### config.mk
export PLATFORM = sky130hd
export DESIGN_NAME = st_acc_lvl2
export DESIGN_NICKNAME = d
export VERILOG_FILES = /design/src/rtl/st_acc_lvl2.sv
export SDC_FILE = /design/constraint.sdc
export NUM_CORES = 1
export LEC_CHECK = 0
export BUFFER_PORTS_ARGS = -buffer_cell sky130_fd_sc_hd__buf_2
export CORE_MARGIN = 2
export CORE_UTILIZATION = 44
export CTS_CLUSTER_SIZE = 25
export DETAILED_ROUTE_END_ITERATION = 10
export PLACE_DENSITY_LB_ADDON = 0.05
export SETUP_SLACK_MARGIN = 0.4
export SLEW_MARGIN = 10
export SYNTH_ARGS = -nofsm -noshare
export SYNTH_HDL_FRONTEND = slang
export SYNTH_SLANG_ARGS = --single-unit
export TNS_END_PERCENT = 20
### constraint.sdc
create_clock -name clk -period 23.1 [get_ports clk]
set_input_delay 4.62 -clock clk [delete_from_list [all_inputs] [get_ports clk]]
set_output_delay 4.62 -clock clk [all_outputs]
set_load 0.1 [all_outputs]
### src/rtl/st_acc_lvl2.sv
// Level-2 group accumulator: sums level-1 partial sums (FP4 or shifted magnitude)
// into a signed ACC_W accumulator and holds the group result until it is taken.
module st_acc_lvl2 #(
  parameter int ACC_W     = 40,
  parameter int MAX_SHIFT = 21,
  parameter int CNT_W     = 8
) (
  input  logic             clk,
  input  logic             rst,
  input  logic             in_valid,
  output logic             in_ready,
  input  logic [9:0]       in_mant,
  input  logic [5:0]       in_exp,
  input  logic             in_sign,
  input  logic             in_last,
  input  logic [1:0]       prec_mode,
  output logic             out_valid,
  input  logic             out_ready,
  output logic [ACC_W-1:0] out_sum,
  output logic [CNT_W-1:0] out_count,
  output logic [1:0]       out_mode,
  output logic             out_ovf,
  output logic             out_clip
);

  typedef enum logic [1:0] {
    ST_IDLE  = 2'b00,
    ST_ACCUM = 2'b01,
    ST_HOLD  = 2'b10
  } state_t;

  localparam logic [1:0] MODE_FP4 = 2'b11;

  state_t             state_r, state_nx;
  logic [ACC_W-1:0]   acc_r, acc_nx;
  logic [CNT_W-1:0]   cnt_r, cnt_nx;
  logic               ovf_r, ovf_nx;
  logic               clip_r, clip_nx;
  logic [1:0]         mode_r, mode_nx;
  logic               out_valid_r;
  logic               in_ready_r;

  logic [1:0]         beat_mode_s;
  logic [5:0]         shift_s;
  logic               clip_s;
  logic [ACC_W-1:0]   mag_s;
  logic [ACC_W-1:0]   operand_s;
  logic [ACC_W-1:0]   sum_s;
  logic               add_ovf_s;

  // Decode the incoming beat into a signed ACC_W operand and its clip condition.
  always_comb begin
    beat_mode_s = prec_mode;
    shift_s     = 6'd0;
    clip_s      = 1'b0;
    mag_s       = {ACC_W{1'b0}};
    operand_s   = {ACC_W{1'b0}};
    // The first beat of a group uses the live mode; later beats use the latched one.
    if (state_r == ST_IDLE) begin
      beat_mode_s = prec_mode;
    end else begin
      beat_mode_s = mode_r;
    end
    if (beat_mode_s == MODE_FP4) begin
      operand_s = {{(ACC_W-11){in_sign}}, in_sign, in_mant};
    end else begin
      if (in_exp > 6'(MAX_SHIFT)) begin
        shift_s = 6'(MAX_SHIFT);
        clip_s  = 1'b1;
      end else begin
        shift_s = in_exp;
        clip_s  = 1'b0;
      end
      mag_s = {{(ACC_W-10){1'b0}}, in_mant} << shift_s;
      if (in_sign) begin
        operand_s = -mag_s;
      end else begin
        operand_s = mag_s;
      end
    end
  end

  // Wrapping add with signed-overflow detection.
  always_comb begin
    sum_s     = acc_r + operand_s;
    add_ovf_s = (acc_r[ACC_W-1] == operand_s[ACC_W-1]) &&
                (sum_s[ACC_W-1] != acc_r[ACC_W-1]);
  end

  // Next-state and next-datapath logic for the group FSM.
  always_comb begin
    state_nx = state_r;
    acc_nx   = acc_r;
    cnt_nx   = cnt_r;
    ovf_nx   = ovf_r;
    clip_nx  = clip_r;
    mode_nx  = mode_r;
    case (state_r)
      ST_IDLE: begin
        if (in_valid) begin
          acc_nx   = operand_s;
          cnt_nx   = {{(CNT_W-1){1'b0}}, 1'b1};
          ovf_nx   = 1'b0;
          clip_nx  = clip_s;
          mode_nx  = prec_mode;
          state_nx = in_last ? ST_HOLD : ST_ACCUM;
        end else begin
          state_nx = ST_IDLE;
        end
      end
      ST_ACCUM: begin
        if (in_valid) begin
          acc_nx  = sum_s;
          ovf_nx  = ovf_r | add_ovf_s;
          clip_nx = clip_r | clip_s;
          if (cnt_r != {CNT_W{1'b1}}) begin
            cnt_nx = cnt_r + {{(CNT_W-1){1'b0}}, 1'b1};
          end else begin
            cnt_nx = cnt_r;
          end
          state_nx = in_last ? ST_HOLD : ST_ACCUM;
        end else begin
          state_nx = ST_ACCUM;
        end
      end
      ST_HOLD: begin
        if (out_ready) begin
          state_nx = ST_IDLE;
        end else begin
          state_nx = ST_HOLD;
        end
      end
      default: begin
        state_nx = ST_IDLE;
      end
    endcase
  end

  // State register plus registered handshake outputs derived from the next state.
  always_ff @(posedge clk) begin
    if (rst) begin
      state_r     <= ST_IDLE;
      out_valid_r <= 1'b0;
      in_ready_r  <= 1'b1;
    end else begin
      state_r     <= state_nx;
      out_valid_r <= (state_nx == ST_HOLD);
      in_ready_r  <= (state_nx != ST_HOLD);
    end
  end

  // Accumulator, beat counter, sticky flags and latched mode.
  always_ff @(posedge clk) begin
    if (rst) begin
      acc_r  <= {ACC_W{1'b0}};
      cnt_r  <= {CNT_W{1'b0}};
      ovf_r  <= 1'b0;
      clip_r <= 1'b0;
      mode_r <= 2'b00;
    end else begin
      acc_r  <= acc_nx;
      cnt_r  <= cnt_nx;
      ovf_r  <= ovf_nx;
      clip_r <= clip_nx;
      mode_r <= mode_nx;
    end
  end

  assign in_ready  = in_ready_r;
  assign out_valid = out_valid_r;
  assign out_sum   = acc_r;
  assign out_count = cnt_r;
  assign out_mode  = mode_r;
  assign out_ovf   = ovf_r;
  assign out_clip  = clip_r;

  st_acc_lvl2_chk #(
    .ACC_W (ACC_W),
    .CNT_W (CNT_W)
  ) u_chk (
    .clk       (clk),
    .rst       (rst),
    .in_ready  (in_ready),
    .out_valid (out_valid),
    .out_ready (out_ready),
    .out_sum   (out_sum),
    .out_count (out_count),
    .out_mode  (out_mode),
    .out_ovf   (out_ovf),
    .out_clip  (out_clip)
  );

endmodule

// Protocol checker: a held result never overlaps in_ready and stays stable until taken.
module st_acc_lvl2_chk #(
  parameter int ACC_W = 40,
  parameter int CNT_W = 8
) (
  input logic             clk,
  input logic             rst,
  input logic             in_ready,
  input logic             out_valid,
  input logic             out_ready,
  input logic [ACC_W-1:0] out_sum,
  input logic [CNT_W-1:0] out_count,
  input logic [1:0]       out_mode,
  input logic             out_ovf,
  input logic             out_clip
);

  logic                         held_r;
  logic [ACC_W+CNT_W+3:0]       snap_r;
  logic [ACC_W+CNT_W+3:0]       snap_s;

  assign snap_s = {out_sum, out_count, out_mode, out_ovf, out_clip};

  // Remember a stalled result and verify it unchanged one cycle later.
  always_ff @(posedge clk) begin
    if (rst) begin
      held_r <= 1'b0;
      snap_r <= {(ACC_W+CNT_W+4){1'b0}};
    end else begin
      assert (!(out_valid && in_ready));
      if (held_r) begin
        assert (out_valid && (snap_s == snap_r));
      end
      held_r <= out_valid && !out_ready;
      snap_r <= snap_s;
    end
  end

endmodule

# --- After elaboration in Yosys (flattened, before gate mapping) ---
# Index checks and enable logic that the tools add are counted.
op_classes:
  mux: 25
  n_eq_ne: 11
  magnitude_cmp: 1
  n_shift: 1
  n_addsub: 3
  n_bitwise: 2
  reduce_logical: 6
ops:
  columns: ["operator", "n"]
  rows:
  - ["two-way mux 40 bit", 4]
  - ["case mux 40 bit (2 select lines)", 1]
  - ["adder 40 bit", 1]
  - ["negator 40 bit", 1]
  - ["<< shifter 10 x 6 -> 40 bit", 1]
  - ["two-way mux 8 bit", 3]
  - ["case mux 8 bit (2 select lines)", 1]
  - ["two-way mux 6 bit", 2]
  - ["two-way mux 2 bit", 5]
  - ["adder 8 x 1 -> 8 bit (second input constant)", 1]
  - ["inequality test 2 bit (second input constant)", 4]
  - ["inequality test 8 bit (second input constant)", 1]
  - ["== test 2 bit (second input constant)", 3]
  - ["> comparator 6 x 5 -> 1 bit (second input constant)", 1]
  - ["two-way mux 1 bit", 6]
  - ["case mux 2 bit (3 select lines)", 1]
  - ["case mux 1 bit (2 select lines)", 2]
  - ["AND reduction 4 bit", 1]
  - ["AND reduction 3 bit", 1]
  - ["== test 2 x 1 -> 1 bit (second input constant)", 1]
  - ["zero test 2 bit", 1]
  - ["bitwise OR 1 bit", 2]
  - ["AND reduction 2 bit", 1]
  - ["nonzero test 2 bit", 1]
  - ["other kinds (3)", 3]
word_totals:
  inputBits: 24
  word_cells: 57
  regBits: 56

# --- Depth between registers and ports, before layout ---
logic_depth:
  depth_word: 14
  mapped_depth: 25

# --- Worst setup path after synthesis ---
# OpenSTA, ideal clock, no wires.
synth_path:
  path_kind: "input to register"
  startpoint: "input in_exp[5]"
  endpoint: "register acc_r[39], in the netlist out_sum[39]"
  t_arrival_ps: 10297
  path_stages: 24
  setup_ps: 122
  path_buffers: 2
  setup_slack_ps: 12681
  path_cell_list: "buf_6 > a21o_4 > or3_4 > mux4_2 > and2_0 > a211o_1 > nor4_4 > nand3_2 > o21ai_0 > o21ai_0 > o31a_1 > ha_1 > clkbuf_1 > and3_1 > nand3_1 > o211ai_1 > and3b_1 > o31ai_1 > a41o_1 > a211o_1 > a21oi_1 > nor2_1 > mux4_1 > a221o_1"
synth_via:
  elab_chain_cells: 10
  word_cells_on_any_way: 11
  classes_between: "add/sub (2); order compare (1); shift (1); mux (7)"
synth_lines:
  columns: ["element", "line", "source"]
  rows:
  - ["start, declared", "13", "input logic [5:0] in_exp,"]
  - ["> comparator 6 x 5 -> 1 bit", "67", "if (in_exp > 6'(MAX_SHIFT)) begin"]
  - ["two-way mux 6 bit (*)", "67", null]
  - ["two-way mux 6 bit (*)", "64", "if (beat_mode_s == MODE_FP4) begin"]
  - ["<< shifter 10 x 6 -> 40 bit (*)", "74", "mag_s = {{(ACC_W-10){1'b0}}, in_mant} << shift_s;"]
  - ["negator 40 bit", "76", "operand_s = -mag_s;"]
  - ["two-way mux 40 bit (*)", "75", "if (in_sign) begin"]
  - ["two-way mux 40 bit (*)", "64", null]
  - ["adder 40 bit", "85", "sum_s = acc_r + operand_s;"]
  - ["two-way mux 40 bit", "112", "if (in_valid) begin"]
  - ["case mux 40 bit (2 select lines) (*)", "98", "case (state_r)"]
  - ["end signal, assigned", "155", "acc_r <= {ACC_W{1'b0}};"]
  - ["end signal, assigned", "161", "acc_r <= acc_nx;"]
  - ["end, declared", "35", "logic [ACC_W-1:0] acc_r, acc_nx;"]
# Every way passes the cells marked *; elsewhere a longest branch is shown, timed or not. The select of a mux whose other input is x is not followed.
# A chain may end at the register's enable or synchronous reset.

# --- Final worst setup path ---
layout_path:
  startpoint: "input in_exp[1]"
  endpoint: "register acc_r[39], in the netlist out_sum[39]"
# The elaborated chain is that of the path after synthesis.

==> flow_metrics.tcl <==
set metrics [dict create \
    area_delta_synth_final_pct 9.53 \
    multi_input_area_um2 5120 \
    clock_sinks 56 \
    yosysTopAreaCellShare_pct 17.2 \
    initial_core_util_pct 44.9 \
    synthAdderAreaFrac_pct 8.36 \
    drc 0 \
    syn_nets 963 \
    fin_crit_sh_pct 51.1 \
    grt_pass1_wl_um 35000 \
    drt_first_pass_iters 6 \
    yosys-mux-area-fraction_pct 4.43 \
    clock_latency_ns 0.32 \
    routed_wirelength_um 22200 \
    crit_type "input pin to register" \
    yosysMostFrequentCell "nand2_1" \
    via_per_inst 6.38 \
    tightest_slew_ns 0.862 \
    fillers 1487 \
    synth_top_family_by_area "compound AO/OA/AOI/OAI gates" \
    row_count 44 \
    die_width_um 126 \
    dpl.hpwl_um 16300 \
    fin_skew_ns 0.0149 \
    fp.dieArea_um2 15800 \
    syn_inst 896 \
    antenna_found_initial 0 \
    pre_cts_slack_ns 11.20 \
    cts_tree "yes" \
    synth_ff_type "dfxtp_1" \
    ys_seq_area_share_pct 17.2 \
    cts_resized 0 \
    regArea_um2 1120 \
    final_net_count 999 \
    hold_viol_final 0 \
    finalSetupViolCount 0 \
    gp_congestion 0.990 \
    grt_overflow 0 \
    fin_ws_ns 11.30 \
    avgSynthCellArea_um2 7.29 \
    numCtsBuffers 5 \
    antennaDiodeCount 0 \
    cts_buffer_depth 2 \
    hp-class "register to register" \
    synth-seq-cells 56 \
    yosysUniqueCellTypes 82 \
    h-tree-depth 2 \
    grt_pass1_vias 6604 \
    fin_crit_ns 11.80 \
    status "finished, final reports clean" \
    p_seq_share_pct 24.5 \
    power_frac_clock_pct 21.1 \
    syn_area_um2 6530 \
    cts.hold.buffers_added 0 \
    p_sw_share_pct 49.2 \
    relSlewSlack_pct 42.0 \
    p_comb_share_pct 54.4 \
    tns_ns 0 \
    p_sw_uw 224 \
    portBuffers 77 \
    report.final.slew_viol_count 0 \
    maxCapViolations 0 \
    synthXorXnorAreaFrac_pct 7.38 \
    required_ns 23.32 \
    p_leak_uw 0.00312 \
    drtIter0Drc 718 \
    rsz0062_at_grt "no" \
    cts.clk_slew.worst_paths_ns 0.09 \
    synth.top_cells.by_area "dfxtp_1 (17%), ha_1 (8.1%), a21oi_1 (6.2%)" \
    synth_edf_count 0 \
    wl_per_cell_um 19.9 \
    p_int_uw 232 \
    power.density_nw_per_um2 63.8 \
    core_um2 14500 \
    root_buffer "clkbuf_16" \
    synth_common_cells "nand2_1 (104), nor2_1 (84), a21oi_1 (81)" \
    yosys.area_share.simple_pct 24.7 \
    start_kind "input pin" \
    fmax_mhz 84.7 \
    die_height_um 126 \
    grt_max_degree 52 \
    end_kind "register" \
    vias 7126 \
    ant_nets 0 \
    cts_setup_buffers 0 \
    io_pins 78 \
    async_flop_share_pct 0 \
    arrival_ns 12.02 \
    grt.total_usage_pct 27.0 \
    yosysWarningCount 0 \
    synth_compound_area_share_pct 33.3 \
    cp_max_fo 15 \
    ir_drop_mv 0.0441 \
    yosysTopAreaCell "dfxtp_1" \
    drive_above_1_share_pct 13.6 \
]
kinds of logic (layout without fill, tap and decap cells):
logic type	after synthesis	in the layout
AND/OR/NAND/NOR	331	331
AO/OA/AOI/OAI	316	316
buffers and inverters	71	108
flip-flops	56	56
XOR/XNOR	55	55
adder cells (fa/ha/maj)	43	43
multiplexers	24	24
area by class of cell:
cell class,instances,share of cell area (%)
Clock inverter,2,0.543
Clock buffer,6,1.80
Multi-Input combinational cell,769,71.6
Sequential cell,56,15.7
Timing Repair Buffer,88,6.55
Tap cell,184,3.22
Inverter,12,0.630
per-layer routing:
metal,part of all wire [%],up-vias,track usage [%]
met3,7.7,24,3.82
met4,1.4,0,5.56
met5,0,-,0
li1,-,3447,-
met1,47,3345,39.5
met2,44,310,42.4
stage by stage:
stage | hold slack (ns) | instance area [µm²] | util [%] | power (µW) | std cells
detailed placement | 0.449 | 6980 | 48.0 | 357 | 1109
finish | 0.457 | 7150 | 49.2 | 456 | 1117
floorplan | 0.656 | 6530 | - | 307 | 896
CTS | 0.461 | 7150 | 49.2 | 454 | 1117
global placement | 0.453 | 6980 | 48.0 | 356 | 1109
global route | 0.478 | 7150 | 49.2 | 481 | 1117
power groups by stage:
stage,registers (µW),clock network (µW),logic [µW]
CTS,112,97.4,245
global placement,114,0,243
global route,113,102,266
finish,112,96.2,248
floorplan,165,0,142
detailed placement,114,0,243
worst max-delay path: stages:
cell and delay (ns):
buf_2 0.17, nor2b_1 0.64, nand2_1 0.49, a211oi_1 0.67, nor2_1 0.23, a22o_1 0.34, nor4_4 0.34, nand3_2 0.36
o31a_1 0.42, a32oi_1 0.25, ha_1 0.30, and3_1 0.29, nand3_1 0.12, o211ai_1 0.16, and3b_1 0.22, o31ai_1 0.75
a41o_1 0.36, a211o_1 0.17, a21oi_1 0.08, nor2_1 0.17, mux4_1 0.58, a221o_1 0.27
cell usage in the layout (no fill, tap or decap), types with 13 or more instances in the layout:
| cell | Yosys | routed |
|---|---|---|
| a21o_1 | 19 | 19 |
| xnor2_1 | 27 | 27 |
| nor2_1 | 84 | 84 |
| xor2_1 | 28 | 28 |
| buf_2 | 6 | 77 |
| a21oi_1 | 81 | 81 |
| dfxtp_1 | 56 | 56 |
| ha_1 | 42 | 42 |
| nor3_1 | 30 | 30 |
| nand2_1 | 104 | 104 |
| nand3_1 | 24 | 24 |
| nor2b_1 | 14 | 13 |
| mux2i_1 | 15 | 15 |
| o21ai_0 | 64 | 64 |
| and3_1 | 15 | 15 |
registers in the layout, indices dropped and copies added (netlist names):
signal and cells:
in_ready 1, out_valid 1, state_r 2, out_ovf 1, out_clip 1, out_sum 40, out_mode 2, out_count 8
final timing paths:
kind	slack (ns)	end	from	cells after the start
max	11.30	out_sum[39]$_SDFFE_PP0P_	in_exp[1]	22
min	0.46	out_ovf$_SDFFE_PP0P_	out_ovf$_SDFFE_PP0P_	2
max reg2reg	16.92	out_sum[39]$_SDFFE_PP0P_	state_r[1]$_SDFF_PP0_	17
min reg2reg	0.46	out_ovf$_SDFFE_PP0P_	out_ovf$_SDFFE_PP0P_	2
Note: power is estimated with default switching activity, not from simulation.
